[config.mk]
export PLATFORM = sky130hd
export DESIGN_NAME = fdtd_hy_update_ctrl
export DESIGN_NICKNAME = d
export VERILOG_FILES = /design/src/rtl/fdtd_hy_update_ctrl.sv
export SDC_FILE = /design/constraint.sdc
export NUM_CORES = 1
export LEC_CHECK = 0
export CAP_MARGIN = 5
export CORE_ASPECT_RATIO = 0.7
export CORE_UTILIZATION = 42
export CTS_CLUSTER_DIAMETER = 100
export DETAILED_ROUTE_END_ITERATION = 10
export PLACE_DENSITY_LB_ADDON = 0.2
export SKIP_CTS_REPAIR_TIMING = 1
export SLEW_MARGIN = 20
export SYNTH_ARGS = -nofsm -noshare
export SYNTH_HDL_FRONTEND = slang
export SYNTH_SLANG_ARGS = --single-unit
[constraint.sdc]
create_clock -name CLK -period 5.7 [get_ports CLK]
set_input_delay 1.14 -clock CLK [delete_from_list [all_inputs] [get_ports CLK]]
set_output_delay 1.14 -clock CLK [all_outputs]
set_load 0.1 [all_outputs]
[src/rtl/fdtd_hy_update_ctrl.sv]
// -----------------------------------------------------------------------------
// fdtd_hy_update_ctrl
//
// Sequencer for one Hy field update pass. On an accepted start it streams Ez
// and Hy words from the field RAMs in ascending cell order into the Hy calc
// stage (which sits directly downstream). Each issued slot carries a
// (valid, addr) tag through a shift register that is matched to the calc
// stage latency. When a valid tag leaves that register, the calc result is
// written back to the Hy RAM. done pulses once the last write has retired.
//
// Optional feature macro: FDTD_HY_PMC_EN
//   When defined, the write for cell N-1 carries zero data. This models a
//   perfect magnetic conductor boundary. Address and timing are unchanged.
//
// Ports
//   CLK, RST_N              clock (rising edge), async active-low reset
//   start, n_cells          pass request and cell count N (latched on accept)
//   busy, done              pass in progress / one-cycle end-of-pass pulse
//   ez_rd_en/addr/data      Ez RAM read port (1-cycle synchronous latency)
//   hy_rd_en/addr/data      Hy RAM read port (1-cycle synchronous latency)
//   clken                   clock enable to the calc stage
//   Ez_old_o, Hy_old_o      operand pair presented to the calc stage
//   Hy_n_i                  registered result from the calc stage
//   hy_wr_en/addr/data      Hy RAM write port
// -----------------------------------------------------------------------------
module fdtd_hy_update_ctrl #(
    parameter int FDTD_DATA_WIDTH = 32,
    parameter int ADDR_W          = 10,
    parameter int CALC_LATENCY    = 6
) (
    input  logic                              CLK,
    input  logic                              RST_N,
    input  logic                              start,
    input  logic        [ADDR_W-1:0]          n_cells,
    output logic                              busy,
    output logic                              done,
    output logic                              ez_rd_en,
    output logic        [ADDR_W-1:0]          ez_rd_addr,
    input  logic        [FDTD_DATA_WIDTH-1:0] ez_rd_data,
    output logic                              hy_rd_en,
    output logic        [ADDR_W-1:0]          hy_rd_addr,
    input  logic        [FDTD_DATA_WIDTH-1:0] hy_rd_data,
    output logic                              clken,
    output logic signed [FDTD_DATA_WIDTH-1:0] Ez_old_o,
    output logic signed [FDTD_DATA_WIDTH-1:0] Hy_old_o,
    input  logic signed [FDTD_DATA_WIDTH-1:0] Hy_n_i,
    output logic                              hy_wr_en,
    output logic        [ADDR_W-1:0]          hy_wr_addr,
    output logic        [FDTD_DATA_WIDTH-1:0] hy_wr_data
);

    // Tag depth counts the issue slot itself (stage 0, combinational), the
    // operand stage (stage 1) and CALC_LATENCY calc stages. Only stages
    // 1..TAG_DEPTH-1 are registers. A tag issued in cycle t therefore exits
    // in cycle t+1+CALC_LATENCY, aligned with its calc result.
    localparam int TAG_DEPTH = CALC_LATENCY + 2;
    localparam int TAG_LAST  = TAG_DEPTH - 1;

    typedef enum logic [2:0] {
        S_IDLE,
        S_PRIME,
        S_STREAM,
        S_DRAIN,
        S_FINISH
    } state_t;

    state_t                     state_q, state_d;
    logic [ADDR_W-1:0]          cnt_q, cnt_d;
    logic [ADDR_W-1:0]          n_q;

    // Set in the cycle after a read was issued: RAM data is valid now.
    logic                       rd_issued_q;
    logic                       prime_q;
    logic [FDTD_DATA_WIDTH-1:0] ez_hold_q;
    logic [FDTD_DATA_WIDTH-1:0] hy_hold_q;

    logic                       slot_valid;
    logic [ADDR_W-1:0]          slot_addr;
    logic [TAG_LAST:1]          tag_valid_q;
    logic [ADDR_W-1:0]          tag_addr_q [1:TAG_LAST];
    logic                       tags_pending;

    // Any valid tag still upstream of the exit stage. A tag sitting in the
    // exit stage is being written this cycle, so it does not hold DRAIN.
    always_comb begin
        tags_pending = 1'b0;
        for (int k = 1; k < TAG_LAST; k++) begin
            tags_pending = tags_pending | tag_valid_q[k];
        end
    end

    // Next-state and read-side outputs.
    always_comb begin
        // NOTE: every signal assigned in this block gets a default first, so no
        // path can leave one unassigned and infer a latch.
        state_d    = state_q;
        cnt_d      = cnt_q;
        ez_rd_en   = 1'b0;
        ez_rd_addr = '0;
        hy_rd_en   = 1'b0;
        hy_rd_addr = '0;
        slot_valid = 1'b0;
        slot_addr  = '0;

        unique case (state_q)
            S_IDLE: begin
                cnt_d = '0;
                if (start) begin
                    state_d = (n_cells == '0) ? S_FINISH : S_PRIME;
                end
            end
            S_PRIME: begin
                // Only loads the calc stage's Ez history; no Hy read, no tag.
                ez_rd_en = 1'b1;
                state_d  = S_STREAM;
            end
            S_STREAM: begin
                ez_rd_en   = 1'b1;
                ez_rd_addr = cnt_q + ADDR_W'(1);
                hy_rd_en   = 1'b1;
                hy_rd_addr = cnt_q;
                slot_valid = 1'b1;
                slot_addr  = cnt_q;
                if (cnt_q == n_q - ADDR_W'(1)) begin
                    state_d = S_DRAIN;
                end else begin
                    cnt_d = cnt_q + ADDR_W'(1);
                end
            end
            S_DRAIN: begin
                if (!tags_pending) begin
                    state_d = S_FINISH;
                end
            end
            S_FINISH: begin
                state_d = S_IDLE;
            end
            default: begin
                state_d = S_IDLE;
            end
        endcase
    end

    // Control state, operand holds and tag pipeline.
    always_ff @(posedge CLK or negedge RST_N) begin
        if (!RST_N) begin
            state_q     <= S_IDLE;
            cnt_q       <= '0;
            n_q         <= '0;
            rd_issued_q <= 1'b0;
            prime_q     <= 1'b0;
            ez_hold_q   <= '0;
            hy_hold_q   <= '0;
            tag_valid_q <= '0;
            // NOTE: the tag address array is small and is cleared on reset
            // like every other register, so writes never leave with stale
            // addresses after a mid-pass reset.
            for (int k = 1; k <= TAG_LAST; k++) begin
                tag_addr_q[k] <= '0;
            end
        end else begin
            // NOTE: all sequential state uses non-blocking assignments. Every
            // register then samples pre-edge values, and the shift register
            // below moves exactly one stage per clock.
            state_q     <= state_d;
            cnt_q       <= cnt_d;
            rd_issued_q <= ez_rd_en;
            prime_q     <= (state_q == S_PRIME);
            if (state_q == S_IDLE && start) begin
                n_q <= n_cells;
            end
            if (rd_issued_q) begin
                ez_hold_q <= ez_rd_data;
                hy_hold_q <= prime_q ? '0 : hy_rd_data;
            end
            tag_valid_q[1] <= slot_valid;
            tag_addr_q[1]  <= slot_addr;
            for (int k = 2; k <= TAG_LAST; k++) begin
                tag_valid_q[k] <= tag_valid_q[k-1];
                tag_addr_q[k]  <= tag_addr_q[k-1];
            end
        end
    end

    // Operands follow RAM data in the cycle after the read. Otherwise they
    // hold the last loaded pair.
    assign Ez_old_o = rd_issued_q ? ez_rd_data : ez_hold_q;
    assign Hy_old_o = rd_issued_q ? (prime_q ? '0 : hy_rd_data) : hy_hold_q;

    assign busy  = (state_q != S_IDLE);
    assign done  = (state_q == S_FINISH);
    assign clken = (state_q == S_PRIME) || (state_q == S_STREAM) || (state_q == S_DRAIN);

    // The calc output is already registered, so write data passes straight
    // through. It is gated to zero when no write is active.
    assign hy_wr_en   = tag_valid_q[TAG_LAST];
    assign hy_wr_addr = tag_valid_q[TAG_LAST] ? tag_addr_q[TAG_LAST] : '0;
`ifdef FDTD_HY_PMC_EN
    assign hy_wr_data = (!tag_valid_q[TAG_LAST]) ? '0 :
                        (tag_addr_q[TAG_LAST] == n_q - ADDR_W'(1)) ? '0 : Hy_n_i;
`else
    assign hy_wr_data = tag_valid_q[TAG_LAST] ? Hy_n_i : '0;
`endif

endmodule

==> impl_metrics.env <==
export IMPL_yosys_register_bits=166
export IMPL_nNetsFinal=873
export IMPL_hold_viol_final=0
export IMPL_yosys_warnings=0
export IMPL_period_minus_slack_ps=4550
export IMPL_cts_sinks=166
export IMPL_viasPerCell=4.76
export IMPL_layoutNonFillerInstCount=969
export IMPL_pin_count=241
export IMPL_criticalPathCategory="reg -> out"
export IMPL_rsz0062_at_grt="false"
export IMPL_grt_ovfl_total=0
export IMPL_port_buffers=240
export IMPL_htree_levels=4
export IMPL_worst_pin_slew_ps=1020
export IMPL_worstSetupStartpointType="flip-flop"
export IMPL_dp_cells=938
export IMPL_finalSetupViolCount=0
export IMPL_design_area_sq_mm=0.00950
export IMPL_start_util=0.432
export IMPL_diodes=0
export IMPL_r2r_cells=9
export IMPL_die_x_um=149
export IMPL_synth_edf_count=0
export IMPL_required_ps=4560
export IMPL_outcome="completed"
export IMPL_fmax_mhz=220
export IMPL_root_buffer="clkbuf_16"
export IMPL_grt_pass1_vias=4648
export IMPL_routed_wl_um=14400
export IMPL_synth_fp_nets=641
export IMPL_finClkSkew_ps=9.98
export IMPL_hold_depth=0
export IMPL_post_route_period_util=0.798
export IMPL_hpwl_um=10100
export IMPL_worstSetupEndpointType="output pin"
export IMPL_syn_inst=530
export IMPL_maxCapViolations=0
export IMPL_cp_max_fo=18
export IMPL_die_h_um=105
export IMPL_drt_iter0_drc=278
export IMPL_crit_arrival_ps=3410
export IMPL_yosysSeqAreaShare=0.651
export IMPL_worstSkewPairLatency_ps=410
export IMPL_track_usage=0.193
export IMPL_holdWs_ps=343
export IMPL_cts_buffer_depth=2
export IMPL_drc_errors=0
export IMPL_drive_gt1_frac=0.112
export IMPL_grt_max_degree=66
export IMPL_avgSynthCellArea_sq_um=12.0
export IMPL_grt_antenna_before_repair=0
export IMPL_clk_pin_slew_ps=70
export IMPL_vias=4610
export IMPL_placed_area_sq_mm=0.00893
export IMPL_drv_slew=0
export IMPL_numCtsBuffers=17
export IMPL_design_core_area_sq_mm=0.0148
export IMPL_globalplace_congestion=0.819
export IMPL_drtPass1Iterations=5
export IMPL_synth_cell_types=44
export IMPL_num_rows=37
export IMPL_synth_ff_type="dfrtp_1"
export IMPL_r2r_setup_slack_ps=2760
export IMPL_routedWlPerCell_um=14.8
export IMPL_dieArea_sq_mm=0.0157
export IMPL_area_growth_pct=48.9
export IMPL_cts_tree="yes"
export IMPL_max_slew_margin_rel=0.317
export IMPL_tns_ps=0
export IMPL_grt_pass1_wl_um=23600
export IMPL_ant_nets=0
export IMPL_syn_area_sq_mm=0.00638
export IMPL_async_flop_share=1.00
export IMPL_min_path_type="reg -> reg"
==> cells by family after synthesis <==
logic type / count (synthesis) / share of synthesized area
AOI/OAI and AO/OA: 74 / 0.0698
xor gates and xnor gates: 15 / 0.0206
adders and majority gates: 2 / 0.00392
buffers and inverters: 68 / 0.0428
DFF: 166 / 0.651
muxes: 39 / 0.0689
and+or+nand+nor: 166 / 0.143
==> flip-flops by register name, summed over array words and instances, names as in the netlist <==
register / count
tag_addr_q: 70
prime_q: 1
hy_hold_q: 32
ez_hold_q: 32
n_q: 10
state_q: 3
cnt_q: 10
tag_valid_q: 7
rd_issued_q: 1
==> per-stage QoR <==
stage	utilization	setup slack [ps]
3_5_place_dp	0.605	1560
3_3_place_gp	0.604	1570
6_report	0.643	1150
2_1_floorplan	-	1560
4_1_cts	0.643	1140
5_1_grt	0.643	914
==> critical path, cell delays in order, from the launching register on <==
cell	delay, ps
dfrtp_1	480
nor2_1	480
nand2_1	520
inv_1	230
or2_2	150
clkdlybuf4s50_1	1140
==> cell usage after synthesis, types with 2 or more instances <==
library cell,instances,share of area
dfrtp_1,166,0.65
o21ai_0,48,0.038
and2_1,43,0.042
nand2_1,40,0.024
mux2_2,39,0.069
inv_1,38,0.022
clkbuf_1,24,0.014
nor2_1,22,0.013
and3_1,11,0.011
xnor2_1,8,0.011
nor3_1,7,0.0055
nor4_1,7,0.0069
xor2_1,7,0.0096
a21bo_2,6,0.0094
nand3_1,6,0.0047
or3_1,6,0.0059
o211ai_1,5,0.0059
a21oi_1,4,0.0031
a31oi_1,4,0.0039
and4_1,3,0.0041
nand3b_1,3,0.0035
nand4_1,3,0.0029
nor2b_1,3,0.0029
nor3b_1,3,0.0035
buf_2,2,0.0016
buf_4,2,0.0024
ha_1,2,0.0039
or4_1,2,0.0024
==> metal layers <==
| metal | wire length (um) | global-route usage |
|---|---|---|
| met1 | 6260 | 0.258 |
| met2 | 7140 | 0.310 |
| met3 | 683 | 0.0380 |
| met4 | 267 | 0.0787 |
| met5 | 0 | 0 |
==> worst paths after layout <==
check	start	end
max	state_q[2]	ez_rd_en
min	tag_addr_q[43]	tag_addr_q[33]
max reg2reg	n_q[0]	cnt_q[2]
min reg2reg	tag_addr_q[43]	tag_addr_q[33]
max in group asynchronous	RST_N	tag_addr_q[40]
min in group asynchronous	RST_N	tag_addr_q[5]
==> placed cells by master (no fill, tap or decap), types with 6 or more instances in the layout <==
cell | synthesis | final
clkbuf_16 | 0 | 17
mux2_2 | 39 | 39
a21bo_2 | 6 | 6
and2_1 | 43 | 43
nand3_1 | 6 | 6
nand2_1 | 40 | 40
dfrtp_1 | 166 | 165
o21ai_0 | 48 | 48
nor4_1 | 7 | 7
and3_1 | 11 | 11
nor2_1 | 22 | 22
nor3_1 | 7 | 7
clkdlybuf4s50_1 | 0 | 239
xor2_1 | 7 | 7
inv_1 | 38 | 38
or3_1 | 6 | 6
xnor2_1 | 8 | 8
==> cell type report <==
cell class              instances  area (sq um)
well taps                     195           244
fillers                      1134          5270
inverters                      38           143
clock buffers                  19           433
multi-input cells             296          1960
clock inverters                12           139
flip-flops and latches        166          4160
repair buffers                243          2430
Power is not shown: default switching activity piles up to over one toggle a cycle in this logic, so the estimate is an artifact.
